[config.mk]
export PLATFORM = sky130hd
export DESIGN_NAME = rs232_avm_uart
export DESIGN_NICKNAME = d
export VERILOG_FILES = /design/src/rtl/rs232_pkg.sv /design/src/rtl/uart_baud_cnt.sv /design/src/rtl/rs232_avm_uart.sv
export SDC_FILE = /design/constraint.sdc
export NUM_CORES = 1
export LEC_CHECK = 0
export BUFFER_PORTS_ARGS = -buffer_cell sky130_fd_sc_hd__clkbuf_2
export CORE_MARGIN = 3
export CORE_UTILIZATION = 50
export DETAILED_ROUTE_END_ITERATION = 8
export GPL_ROUTABILITY_DRIVEN = 0
export GPL_TIMING_DRIVEN = 0
export PLACE_DENSITY_LB_ADDON = 0.05
export SLEW_MARGIN = 30
export SYNTH_ARGS = -nofsm -noshare
export SYNTH_HDL_FRONTEND = slang
export SYNTH_HIERARCHICAL = 1
export SYNTH_SLANG_ARGS = --single-unit
[constraint.sdc]
create_clock -name avm_clk -period 3.08 [get_ports avm_clk]
set_clock_uncertainty 0.15 [all_clocks]
set_input_delay 0.308 -clock avm_clk [delete_from_list [all_inputs] [get_ports avm_clk]]
set_output_delay 0.308 -clock avm_clk [all_outputs]
set_load 0.03 [all_outputs]
[src/rtl/rs232_pkg.sv]
// Shared register map, status bit positions and engine state encoding for the
// Avalon-MM RS-232 UART.
package rs232_pkg;

  localparam logic [4:0] RX_BASE     = 5'd0;
  localparam logic [4:0] TX_BASE     = 5'd4;
  localparam logic [4:0] STATUS_BASE = 5'd8;

  localparam int RX_OK_BIT = 7;
  localparam int TX_OK_BIT = 6;
  localparam int OVR_BIT   = 3;
  localparam int FRM_BIT   = 2;
  localparam int DROP_BIT  = 1;

  typedef enum logic [1:0] {
    IDLE  = 2'd0,
    START = 2'd1,
    DATA  = 2'd2,
    STOP  = 2'd3
  } uart_state_t;

  function automatic logic [31:0] status_word(input logic rx_ok, input logic tx_ok,
                                              input logic ovr, input logic frm,
                                              input logic drop);
    logic [31:0] w;
    w            = 32'd0;
    w[RX_OK_BIT] = rx_ok;
    w[TX_OK_BIT] = tx_ok;
    w[OVR_BIT]   = ovr;
    w[FRM_BIT]   = frm;
    w[DROP_BIT]  = drop;
    return w;
  endfunction

endpackage

[src/rtl/uart_baud_cnt.sv]
// Loadable baud down-counter: reloads to a full or half bit period and flags
// the last cycle of the period with tick; it parks at zero when not reloaded.
module uart_baud_cnt #(
  parameter int DIVISOR = 434
) (
  input  logic clk,
  input  logic rst,
  input  logic load_half,
  input  logic load_full,
  output logic tick
);

  localparam int W = $clog2(DIVISOR);
  localparam logic [W-1:0] FULL = W'(DIVISOR - 1);
  localparam logic [W-1:0] HALF = W'(DIVISOR / 2 - 1);

  logic [W-1:0] cnt;

  // Full reload has priority; otherwise count down and hold at zero.
  always_ff @(posedge clk or posedge rst) begin
    if (rst) begin
      cnt <= {W{1'b0}};
    end else if (load_full) begin
      cnt <= FULL;
    end else if (load_half) begin
      cnt <= HALF;
    end else if (cnt != {W{1'b0}}) begin
      cnt <= cnt - W'(1);
    end
  end

  assign tick = (cnt == {W{1'b0}});

endmodule

[src/rtl/rs232_avm_uart.sv]
// Avalon-MM slave UART (8N1): polled RX byte, TX byte and sticky status flags
// behind a fixed one-wait-state bus interface.
module rs232_avm_uart import rs232_pkg::*; #(
  parameter int CLK_HZ = 50000000,
  parameter int BAUD   = 115200
) (
  input  logic        avm_clk,
  input  logic        avm_rst,
  input  logic [4:0]  avs_address,
  input  logic        avs_read,
  output logic [31:0] avs_readdata,
  input  logic        avs_write,
  input  logic [31:0] avs_writedata,
  output logic        avs_waitrequest,
  input  logic        uart_rxd,
  output logic        uart_txd
);

  localparam int DIVISOR = CLK_HZ / BAUD;

  logic        req, first, commit;
  logic        rd0, rd8, wr4;
  logic [31:0] rd_mux;
  logic        rx_snap;

  logic        rx_ok, rx_overrun, frame_err, tx_drop;
  logic [7:0]  rx_byte;
  logic        rx_accept, rx_clear;

  logic        rx_meta, rx_sync;
  uart_state_t rx_state;
  logic [2:0]  rx_bit;
  logic [7:0]  rx_shift;
  logic        rx_hold, rx_tick, rx_load_half, rx_load_full, rx_good, rx_bad;

  uart_state_t tx_state;
  logic [2:0]  tx_bit;
  logic [7:0]  tx_shift;
  logic        tx_ok, tx_start, tx_tick, tx_load_full;

  logic        unused_wdata;
  assign unused_wdata = ^avs_writedata[31:8];

  // First request cycle stalls; the following cycle completes and commits.
  assign req    = avs_read | avs_write;
  assign first  = req & avs_waitrequest;
  assign commit = req & ~avs_waitrequest;
  assign rd0    = commit & avs_read & (avs_address == RX_BASE);
  assign rd8    = commit & avs_read & (avs_address == STATUS_BASE);
  assign wr4    = commit & avs_write & ~avs_read & (avs_address == TX_BASE);

  always_comb begin
    rd_mux = 32'd0;
    if (avs_read) begin
      case (avs_address)
        RX_BASE:     rd_mux = {24'd0, rx_byte};
        STATUS_BASE: rd_mux = status_word(rx_ok, tx_ok, rx_overrun, frame_err, tx_drop);
        default:     rd_mux = 32'd0;
      endcase
    end else begin
      rd_mux = 32'd0;
    end
  end

  // Read data is captured in the stall cycle; rx_snap remembers whether that
  // returned byte was fresh so only a reported byte is consumed.
  always_ff @(posedge avm_clk or posedge avm_rst) begin
    if (avm_rst) begin
      avs_waitrequest <= 1'b1;
      avs_readdata    <= 32'd0;
      rx_snap         <= 1'b0;
    end else begin
      avs_waitrequest <= ~first;
      if (first) begin
        avs_readdata <= rd_mux;
        rx_snap      <= avs_read & (avs_address == RX_BASE) & rx_ok;
      end
    end
  end

  // A same-cycle read-clear frees the holding register for the arriving byte.
  assign rx_clear  = rd0 & rx_snap;
  assign rx_accept = rx_good & (~rx_ok | rx_clear);

  // Status reads clear only the error bits they actually returned.
  always_ff @(posedge avm_clk or posedge avm_rst) begin
    if (avm_rst) begin
      rx_ok      <= 1'b0;
      rx_byte    <= 8'd0;
      rx_overrun <= 1'b0;
      frame_err  <= 1'b0;
      tx_drop    <= 1'b0;
    end else begin
      rx_ok      <= rx_accept | (rx_ok & ~rx_clear);
      rx_overrun <= (rx_good & ~rx_accept) | (rx_overrun & ~(rd8 & avs_readdata[OVR_BIT]));
      frame_err  <= rx_bad | (frame_err & ~(rd8 & avs_readdata[FRM_BIT]));
      tx_drop    <= (wr4 & ~tx_ok) | (tx_drop & ~(rd8 & avs_readdata[DROP_BIT]));
      if (rx_accept) begin
        rx_byte <= rx_shift;
      end
    end
  end

  // Two-flop synchronizer; idles high like the line.
  always_ff @(posedge avm_clk or posedge avm_rst) begin
    if (avm_rst) begin
      rx_meta <= 1'b1;
      rx_sync <= 1'b1;
    end else begin
      rx_meta <= uart_rxd;
      rx_sync <= rx_meta;
    end
  end

  assign rx_load_half = (rx_state == IDLE) & ~rx_sync;
  assign rx_load_full = rx_tick & (((rx_state == START) & ~rx_sync) | (rx_state == DATA));
  assign rx_good      = (rx_state == STOP) & ~rx_hold & rx_tick & rx_sync;
  assign rx_bad       = (rx_state == STOP) & ~rx_hold & rx_tick & ~rx_sync;

  uart_baud_cnt #(.DIVISOR(DIVISOR)) u_rx_baud (
    .clk       (avm_clk),
    .rst       (avm_rst),
    .load_half (rx_load_half),
    .load_full (rx_load_full),
    .tick      (rx_tick)
  );

  // RX sequencer; after a bad stop bit it parks in STOP until the line idles.
  always_ff @(posedge avm_clk or posedge avm_rst) begin
    if (avm_rst) begin
      rx_state <= IDLE;
      rx_bit   <= 3'd0;
      rx_shift <= 8'd0;
      rx_hold  <= 1'b0;
    end else begin
      case (rx_state)
        IDLE: begin
          if (~rx_sync) rx_state <= START;
        end
        START: begin
          if (rx_tick) begin
            if (~rx_sync) begin
              rx_state <= DATA;
              rx_bit   <= 3'd0;
            end else begin
              rx_state <= IDLE;
            end
          end
        end
        DATA: begin
          if (rx_tick) begin
            rx_shift <= {rx_sync, rx_shift[7:1]};
            if (rx_bit == 3'd7) rx_state <= STOP;
            else rx_bit <= rx_bit + 3'd1;
          end
        end
        STOP: begin
          if (rx_hold) begin
            if (rx_sync) begin
              rx_hold  <= 1'b0;
              rx_state <= IDLE;
            end
          end else if (rx_tick) begin
            if (rx_sync) rx_state <= IDLE;
            else rx_hold <= 1'b1;
          end
        end
        default: begin
          rx_state <= IDLE;
          rx_hold  <= 1'b0;
        end
      endcase
    end
  end

  assign tx_ok        = (tx_state == IDLE);
  assign tx_start     = wr4 & tx_ok;
  assign tx_load_full = tx_start | (tx_tick & (tx_state != IDLE));

  uart_baud_cnt #(.DIVISOR(DIVISOR)) u_tx_baud (
    .clk       (avm_clk),
    .rst       (avm_rst),
    .load_half (1'b0),
    .load_full (tx_load_full),
    .tick      (tx_tick)
  );

  // TX sequencer; uart_txd is a flop so the line never glitches.
  always_ff @(posedge avm_clk or posedge avm_rst) begin
    if (avm_rst) begin
      tx_state <= IDLE;
      tx_bit   <= 3'd0;
      tx_shift <= 8'd0;
      uart_txd <= 1'b1;
    end else begin
      case (tx_state)
        IDLE: begin
          if (tx_start) begin
            tx_shift <= avs_writedata[7:0];
            uart_txd <= 1'b0;
            tx_state <= START;
          end
        end
        START: begin
          if (tx_tick) begin
            uart_txd <= tx_shift[0];
            tx_shift <= {1'b0, tx_shift[7:1]};
            tx_bit   <= 3'd0;
            tx_state <= DATA;
          end
        end
        DATA: begin
          if (tx_tick) begin
            if (tx_bit == 3'd7) begin
              uart_txd <= 1'b1;
              tx_state <= STOP;
            end else begin
              uart_txd <= tx_shift[0];
              tx_shift <= {1'b0, tx_shift[7:1]};
              tx_bit   <= tx_bit + 3'd1;
            end
          end
        end
        STOP: begin
          if (tx_tick) tx_state <= IDLE;
        end
        default: begin
          tx_state <= IDLE;
          uart_txd <= 1'b1;
        end
      endcase
    end
  end

endmodule

==> metrics.yaml, run 1 <==
grt:
  overflow: 0
  grt_pass1_vias: 2624
  antenna_found_initial: 0
  grt_max_degree: 28
  track_usage_pct: 18.42
  grt_first_pass_wirelength_um: 12390
floorplan:
  io_pins: 76
  core_um2: 6944
  rows: 30
  chipWidth_um: 91.57
  die_area_um2: 8385
  start_util_pct: 52.72
  fp.dieH_um: 91.57
setup_path:
  cpPeakStageDelay_ns: 0.43
  crit_chain: "inv_1 -> ha_1 -> nor4b_4 -> and2_1 -> nand3_1 -> nand3b_1 -> a21oi_4 -> mux2_2"
  path_class: "flop to flop"
  end_kind: "flop"
  crit_buf_inv: 1
  cp_top_family: "simple AND/OR/NAND/NOR gates"
  required_ns: 3.17
  crit_slowest_cell: "dfrtp_1"
  startpoint_type: "flop"
  cp_data_arrival_time_ns: 2.93
  critPathMaxFanout: 10
sta:
  fin_hold_ws_ns: 0.1387
  finalCritPeriodShare_pct: 92.09
  finalSetupViolCount: 0
  fin_crit_ns: 2.836
  finalHoldViolCount: 0
  drv_slew: 0
  worst_slew_pin_slew_ns: 0.8056
  rsz0062_at_grt: "no"
  clock.fmax_ghz: 0.3526
  finalWorstSetupSlack_ns: 0.2436
  relSlewSlack_pct: 45.72
cts:
  clk_latency_ns: 0.36
  numClockSinks: 70
  max-clock-path-buffers: 2
  cts_buffers: 9
  post_cts_buffers: 0
  cts_tree: "yes"
  clkTransAtPathRegs_ns: 0.09
  root_buffer: "clkbuf_8"
  cts_max_level: 3
yosys:
  synthArstFlopShare_pct: 100.0
  ys.flop_type: "dfrtp_1"
  yosysUniqueCellTypes: 51
  yosysWarnings: 6
  synth_cells: 328
  yosysMostFrequentCell: "dfrtp_1"
  yosysTopAreaCell: "dfrtp_1"
  synth-edff-count: 0
  ys_ff_latch: 70
  synth_common_cells: "dfrtp_1 (66), mux2_2 (34), buf_4 (24)"
  synth.avg_cell_area_um2: 11.16
  synth_area_um2: 3661
  synth_area_leaders: "dfrtp_1 (45%), mux2_2 (10%), buf_4 (4.9%)"
  synth_top_area_share_pct: 45.11
  seq_area_frac_synth_pct: 47.98
placed_design:
  dp_slack_ns: -0.07808
  dpl.hpwl_um: 5093
  portBuffers: 26
power_and_ir_drop:
  p_per_area_nw_per_um2: 580.2
  irDropWorstVdd_v: 0.0003337
  p_clk_share_pct: 28.4
  power_mw: 2.472
  intPower_mw: 1.652
  switchingPower_mw: 0.8192
  swShare_pct: 33.14
  leakagePower_nw: 2.019
  seqPwrFrac_pct: 43.5
  pwr-share-comb_pct: 28.1
finish:
  syn_to_final_growth_pct: 16.37
  finish.utilization_pct: 61.35
  num_antenna_cells: 0
  nFillCells: 581
  final_nets: 450
  drive_above_1_share_pct: 30.17
drt:
  route.detailed.drc: 0
  vias: 2590
  antenna_left: 0
  viasPerCell: 5.211
  drt-total-wl_um: 6990
  drt_iter0_markers: 75
  dr.pass1.iters: 4
  wire_per_inst_um: 14.06
min_path:
  hp-class: "primary input to flop"
run_status:
  status: "finished, final reports clean"
job:
  cap_violations: 0
==> cells in the final DEF (no fill, tap or decap), drive strengths merged, types with 3 or more instances in the layout <==
cell	count
a21oi	10
inv	25
dfstp	4
o21ai	24
or2	3
nor4	5
nand3	5
a31oi	4
mux2i	6
a211oi	4
ha	12
nor3b	3
or3	4
nand2b	5
nor2	17
conb	30
or4	3
mux2	34
nor2b	3
clkbuf	39
o31ai	7
nand2	12
buf	27
dfrtp	66
a21boi	4
a22o	10
o311ai	4
==> flip-flops by register name (all words and copies together), names as in the netlist, 2 cells and up, named ones only <==
| register | flops |
|---|---|
| tx_bit | 3 |
| u_rx_baud/cnt | 9 |
| tx_shift | 8 |
| rx_byte | 8 |
| tx_state | 2 |
| rx_bit | 3 |
| u_tx_baud/cnt | 9 |
| avs_readdata | 8 |
| rx_shift | 8 |
==> power by group through the flow <==
stage	Clock (mW)	Sequential, mW	Combinational (mW)
after floorplan	0	1.08	0.568
after global placement	0	1.08	0.675
after detailed placement	0	1.09	0.697
after CTS	0.725	1.07	0.700
after global routing	0.764	1.09	0.773
final	0.702	1.07	0.695
==> worst min-delay path, stage by stage <==
cell and delay [ns]:
clkbuf_2 0.12, nand4_1 0.09, o21ai_0 0.09
==> metrics by stage <==
stage               area [um2]  cells  TNS [ns]
finish                    4260    497         0
global route              4260    497         0
CTS                       4249    498         0
detailed placement        4043    480   -0.5748
global placement          4020    479   -0.3698
floorplan                 3770    357         0
==> area by class of cell <==
cell class              instances  area [um2]  share of cell area, %
flip-flops and latches         70        1757                  41.23
clock buffers                   9       123.9                  2.907
multi-input cells             235        1743                  40.91
clock inverters                 7       55.05                  1.292
well taps                      96       120.1                  2.819
repair buffers                 29       170.2                  3.994
plain buffers                  30       210.2                  4.934
inverters                      21       81.33                  1.909
==> final timing paths <==
check | start | endpoint | slack, ns | cells past startpoint
hold / removal | avs_address[2] | tx_drop | 0.14 | 3
max in group asynchronous | avm_rst | rx_sync | 1.90 | 4
setup reg to reg | u_rx_baud/cnt[0] | rx_byte[3] | 0.24 | 8
min in group asynchronous | avm_rst | tx_drop | 0.34 | 3
hold reg to reg | rx_meta | rx_sync | 0.21 | 0
setup / recovery | u_rx_baud/cnt[0] | rx_byte[3] | 0.24 | 8
==> cell families after synthesis <==
| kind of cell | count (synthesis) | share of synthesized area, % |
|---|---|---|
| AO/OA/AOI/OAI | 81 | 16.03 |
| XOR/XNOR | 1 | 0.2393 |
| adder cells (fa/ha/maj) | 12 | 4.101 |
| buffers and inverters | 52 | 7.997 |
| flip-flops | 70 | 47.98 |
| multiplexers | 40 | 12.10 |
| other | 1 | 0.1024 |
| AND/OR/NAND/NOR | 71 | 11.45 |
==> per-layer routing <==
layer  GRT usage [%]  wire length (um)
met5               0                 0
met4           7.663               131
met3           4.888               306
met2           29.40              3315
met1           23.62              3237
==> what timing repair did <==
| action | in CTS | in global routing |
|---|---|---|
| hold buffers | 2 | 0 |
| hold endpoints to repair | 42 | 0 |
| gates resized for setup | 1 | 2 |
| setup endpoints to repair | 8 | 8 |
Power figures use the tool's default switching activity.
==> inputs of run 2 (changes only) <==
- SETUP_SLACK_MARGIN: default -> 0.5
==> metrics.yaml, run 2 (synthesized netlist as in run 1, its figures left out) <==
grt:
  grt_pass1_vias: 2659  # +1.3%
  grt_max_degree: 43  # +54%
  track_usage_pct: 18.61  # +0.19 points
  antenna_found_initial: 0  # unchanged
  grt_first_pass_wirelength_um: 12530  # +1.1%
  overflow: 0  # unchanged
finish:
  layout_commonest_cell: "dfrtp_1"
  num_antenna_cells: 0  # unchanged
  nFillCells: 561  # -3.4%
  final_nets: 471  # +4.7%
  syn_to_final_growth_pct: 24.33
  drive_above_1_share_pct: 35.15  # +5.0 points
  top_regs: "u_rx_baud/cnt: 9 flops, u_tx_baud/cnt: 9 flops"
  mostFrequentLayoutCells: "dfrtp_1 (65), buf_4 (42), mux2_2 (34)"
sta:
  clock.fmax_ghz: 0.4058  # +15%
  worst_slew_pin_slew_ns: 0.8430  # +0.03735 ns
  finalSetupViolCount: 0  # unchanged
  drv_slew: 0  # unchanged
  setup_tns_ns: 0  # unchanged
  rsz0062_at_grt: "no"
  relSlewSlack_pct: 43.43  # -2.3 points
  finalCritPeriodShare_pct: 80.00  # -12 points
  finalHoldViolCount: 0  # unchanged
  fin_crit_ns: 2.464  # -0.3723 ns
job:
  cap_violations: 0  # unchanged
min_path:
  min_path_cells: 3  # unchanged
  hp-class: "primary input to flop"
  holdPathEnd: "tx_drop"
  min_from: "avs_address[2]"
drt:
  drt-total-wl_um: 7464  # +6.8%
  wire_per_inst_um: 14.44  # +2.7%
  route.detailed.drc: 0  # unchanged
  dr.pass1.iters: 4  # unchanged
  antenna_left: 0  # unchanged
  vias: 2700  # +4.2%
  viasPerCell: 5.222  # +0.21%
  drt_iter0_markers: 98  # +31%
cts:
  cts_buffers: 9  # unchanged
  root_buffer: "clkbuf_8"
  cts_tree: "yes"
  cts_max_level: 3  # unchanged
  numClockSinks: 70  # unchanged
  clk_latency_ns: 0.34  # -0.02 ns
  clkTransAtPathRegs_ns: 0.07  # -0.02 ns
  max-clock-path-buffers: 2  # unchanged
setup_path:
  cp_top_family: "simple AND/OR/NAND/NOR gates"
  worst_r2r_path_depth: 10  # +2
  startpoint: "u_rx_baud/cnt[0]"
  crit_buf_inv: 3  # +2
  reg2reg_to: "rx_byte[3]"
  end_kind: "flop"
  cpPeakStageDelay_ns: 0.40  # -0.03 ns
  path_class: "flop to flop"
  r2r_start: "u_rx_baud/cnt[0]"
  crit_slowest_cell: "dfrtp_1"
  critPathMaxFanout: 8  # -2
  crit_chain: "inv_2 -> ha_4 -> nor4b_4 -> and2_4 -> buf_6 -> nand3_2 -> nand3b_1 -> a21oi_4 -> buf_12 -> mux2_2"
  startpoint_type: "flop"
  required_ns: 3.15  # -0.02 ns
  cp_data_arrival_time_ns: 2.53  # -0.40 ns
  r2r_slack_ns: 0.62  # +0.37 ns
placed_design:
  dpl.hpwl_um: 5233  # +2.8%
  portBuffers: 26  # unchanged
floorplan:
  rows: 30  # unchanged
  start_util_pct: 52.72  # unchanged
  die_area_um2: 8385  # unchanged
  io_pins: 76  # unchanged
  fp.dieH_um: 91.57  # unchanged
  core_um2: 6944  # unchanged
  chipWidth_um: 91.57  # unchanged
run_status:
  status: "finished, final reports clean"
power_and_ir_drop:
  leakagePower_nw: 2.173  # +7.6%
  irDropWorstVdd_v: 0.0002764  # -17%
  power_mw: 2.709  # +9.6%
  p_per_area_nw_per_um2: 595.2  # +2.6%
run 2: layer usage:
layer  track usage [%]  vias up  share of wire [%]
met4             4.774        0                1.4
li1                  -     1324                  -
met3             5.800       10                3.5
met1             23.49     1316                 46
met2             30.92       50                 49
met5                 0        -                  0
run 2: tightest hold or removal path: stages:
cell and delay (ns):
clkbuf_2 0.10, nand4_1 0.10, o21ai_0 0.09
run 2: worst max path at each step:
stage | endpoint | slack [ns] | depth (start not counted)
finish | rx_byte[3] | 0.62 | 10
global route | rx_byte[3] | 0.47 | 10
CTS | tx_shift[6] | 0.50 | 8
detailed placement | rx_byte[4] | 0.16 | 7
global placement | rx_byte[5] | 0.17 | 7
floorplan | rx_byte[0] | 0.56 | 9
run 2: report_power, final:
group / switching [mW] / total (mW) / internal [mW]
clock network: 0.332 / 0.887 / 0.555
registers: 0.0640 / 1.08 / 1.01
logic: 0.367 / 0.747 / 0.380
run 2: area by class of cell:
class	count	area [um2]	area share (%)
Multi-Input combinational cell	235	1789	39.31
Sequential cell	70	1758	38.62
Timing Repair Buffer	49	345.3	7.587
Buffer	31	221.5	4.865
Clock buffer	11	141.4	3.106
Tap cell	96	120.1	2.639
Clock inverter	4	95.09	2.089
Inverter	21	81.33	1.787
run 2: metrics by stage:
step	util, %	hold WS, ns	setup slack, ns	area (um2)	cells
4_1_cts	63.62	0.1508	0.5034	4418	502
5_1_grt	65.55	0.1685	0.4748	4552	517
6_report	65.55	0.1617	0.6159	4552	517
3_5_place_dp	58.47	0.1153	0.1632	4060	480
3_3_place_gp	58.14	0.1758	0.1716	4038	479
2_1_floorplan	-	-0.01408	0.5645	3787	357
run 2: what timing repair did:
item / 4_1_cts / 5_1_grt
pin swaps: 1 / 3
endpoints found under the hold margin: 30 / 0
hold buffers: 2 / 0
gates resized for setup: 9 / 8
setup endpoints to repair: 21 / 21
setup buffers: 5 / 15
==> inputs of run 3 (changes only) <==
- ABC_AREA: default -> 1
- clock period: 3.08 -> 2.47 ns (I/O delays scaled with it)
==> metrics.yaml, run 3 <==
yosys:
  yosysMostFrequentCell: "nand2_1"
  synth-edff-count: 0  # unchanged
  yosysUniqueCellTypes: 32  # -37%
  synth_area_leaders: "dfrtp_1 (43%), nand2_1 (15%), inv_1 (6.3%)"
  synth_fa_ha_area_share_pct: 3.886  # -0.22 points
  synth_common_cells: "nand2_1 (150), dfrtp_1 (66), inv_1 (65)"
  synth_compound_area_share_pct: 5.861  # -10 points
  synth_xor_area_share_pct: 0.4534  # +0.21 points
  synth_mux_area_share_pct: 0  # -12 points
  synth_area_um2: 3864  # +5.5%
  yosysWarnings: 6  # unchanged
  yosysTopAreaCell: "dfrtp_1"
  ys.flop_type: "dfrtp_1"
  synthArstFlopShare_pct: 100.0  # unchanged
  synth.avg_cell_area_um2: 7.758  # -30%
  synth_cells: 498  # +52%
  synth_top_family_by_area: "simple AND/OR/NAND/NOR gates"
  seq_area_frac_synth_pct: 45.47  # -2.5 points
  ys_ff_latch: 70  # unchanged
  yosys.area_share.simple_pct: 31.70  # +20 points
  synth_top_area_share_pct: 42.75  # -2.4 points
setup_path:
  cpPeakStageDelay_ns: 0.39  # about the same
  required_ns: 2.59  # -0.56 ns
  path_class: "flop to flop"
  crit_chain: "inv_2 -> ha_4 -> nand2_2 -> nor2_2 -> nand3_2 -> inv_2 -> buf_6 -> nand4_1 -> nand2_2 -> nor2_4 -> nand3_4 -> o21ai_0 -> inv_1"
  critPathMaxFanout: 6  # -2
  end_kind: "flop"
  worst_r2r_path_depth: 13  # +3
  crit_buf_inv: 4  # +1
  cp_top_family: "simple AND/OR/NAND/NOR gates"
  r2r_slack_ns: 0.58  # -0.04 ns
  r2r_start: "u_rx_baud/cnt[0]"
  crit_slowest_cell: "dfrtp_1"
  reg2reg_to: "u_rx_baud/cnt[4]"
  startpoint_type: "flop"
  cp_data_arrival_time_ns: 2.01  # -0.52 ns
grt:
  grt_max_degree: 51  # +19%
  grt_pass1_vias: 2941  # +11%
  antenna_found_initial: 0  # unchanged
  grt_first_pass_wirelength_um: 12720  # +1.5%
  track_usage_pct: 17.76  # -0.84 points
  overflow: 0  # unchanged
finish:
  final_nets: 635  # +35%
  layout_commonest_cell: "nand2_1"
  num_antenna_cells: 0  # unchanged
  mostFrequentLayoutCells: "nand2_1 (147), dfrtp_1 (65), inv_1 (56)"
  top_regs: "u_rx_baud/cnt: 9 flops, u_tx_baud/cnt: 9 flops"
  drive_above_1_share_pct: 24.10  # -11 points
  finish.utilization_pct: 63.60  # -2.0 points
  nFillCells: 664  # +18%
  syn_to_final_growth_pct: 21.31
cts:
  root_buffer: "clkbuf_8"
  cts_tree: "yes"
  max-clock-path-buffers: 2  # unchanged
  numClockSinks: 70  # unchanged
  clkTransAtPathRegs_ns: 0.08  # about the same
  clk_latency_ns: 0.33  # about the same
  cts_buffers: 9  # unchanged
  cts_max_level: 3  # unchanged
min_path:
  hp-class: "primary input to flop"
  min_from: "avs_writedata[7]"
  min_path_cells: 5  # +2
  holdPathEnd: "tx_shift[7]"
power_and_ir_drop:
  power_mw: 3.640  # +34%
  irDropWorstVdd_v: 0.0004178  # +51%
  p_per_area_nw_per_um2: 776.6  # +30%
  leakagePower_nw: 2.618  # +20%
floorplan:
  chipWidth_um: 93.91  # +2.5%
  fp.dieH_um: 93.91  # +2.5%
  start_util_pct: 52.43  # -0.29 points
  io_pins: 76  # unchanged
  rows: 31  # +3.3%
  core_um2: 7370  # +6.1%
  die_area_um2: 8818  # +5.2%
placed_design:
  portBuffers: 27  # +3.8%
  dpl.hpwl_um: 5439  # +3.9%
drt:
  dr_wl_met2_um: 3826  # +3.9%
  wire_per_inst_um: 11.11  # -23%
  vias: 3215  # +19%
  drt_iter0_markers: 94  # -4.1%
  viasPerCell: 4.700  # -10%
  drt-met1-wl_um: 3489  # +2.1%
  wl_met3_um: 238  # -9.2%
  antenna_left: 0  # unchanged
  dr.pass1.iters: 4  # unchanged
  drt-total-wl_um: 7600  # +1.8%
  highest_layer: "met4"
  route.detailed.drc: 0  # unchanged
sta:
  setup_tns_ns: 0  # unchanged
  clock.fmax_ghz: 0.5292  # +30%
  drv_slew: 0  # unchanged
  finalHoldViolCount: 0  # unchanged
  finalSetupViolCount: 0  # unchanged
  rsz0062_at_grt: "yes"
  fin_crit_ns: 1.890  # -0.5745 ns
  finalCritPeriodShare_pct: 76.50  # -3.5 points
job:
  cap_violations: 0  # unchanged
run_status:
  status: "finished, final reports clean"
## run 3: tightest hold or removal path, cell delays in order
cell      delay [ns]
clkbuf_2        0.08
inv_1           0.05
nor2_1          0.04
nand4_1         0.08
nand2_1         0.05
## run 3: cells by family after synthesis
family          count (synthesis)
compound gates                 42
buf+inv                        99
simple gates                  272
fa+ha+maj                      12
other cells                     1
xor+xnor                        2
flops                          70
## run 3: metal layers
layer  GRT usage [%]  up-vias
li1                -     1682
met1           22.37     1475
met2           30.75       54
met3           3.446        4
met4           5.415        0
met5               0        -
## run 3: how the worst max path moves through the flow
stage,from,to,depth (start not counted)
5_1_grt,u_rx_baud/cnt[0],u_rx_baud/cnt[6],13
2_1_floorplan,u_rx_baud/cnt[0],u_rx_baud/cnt[6],14
4_1_cts,tx_state[0],tx_shift[2],7
3_3_place_gp,avm_rst,rx_shift[4],2
6_report,u_rx_baud/cnt[0],u_rx_baud/cnt[4],13
3_5_place_dp,u_rx_baud/cnt[0],u_rx_baud/cnt[6],14
## run 3: repair_timing
action,in CTS,in global routing
hold buffers,2,0
pin swaps,4,11
setup endpoints to repair,50,38
resized for setup,9,20
setup buffers,5,11
endpoints found under the hold margin,68,0
## run 3: where the power goes
group	internal, mW	leakage, nW	total [mW]	switching, mW
clock	0.459	0.0911	0.885	0.427
combinational	0.525	1.63	1.33	0.806
sequential	1.31	0.898	1.42	0.115
## run 3: through the flow
stage | instance area [um2] | std cells | hold WS [ns] | setup WS (ns)
detailed placement | 4263 | 651 | 0.0007830 | 0.1881
global placement | 4233 | 650 | 0.09465 | 0.09996
CTS | 4548 | 673 | 0.07527 | 0.4891
global route | 4687 | 684 | 0.09305 | 0.4644
floorplan | 3974 | 524 | -0.07508 | 0.5179
finish | 4687 | 684 | 0.09367 | 0.5804
## run 3: cell type report
type | instances | area, um2 | area share [%]
multi-input cells | 355 | 1808 | 38.57
flip-flops and latches | 70 | 1758 | 37.51
repair buffers | 46 | 319.1 | 6.807
inverters | 68 | 260.3 | 5.553
plain buffers | 31 | 230.2 | 4.912
clock buffers | 9 | 123.9 | 2.643
well taps | 99 | 123.9 | 2.643
clock inverters | 6 | 63.81 | 1.361
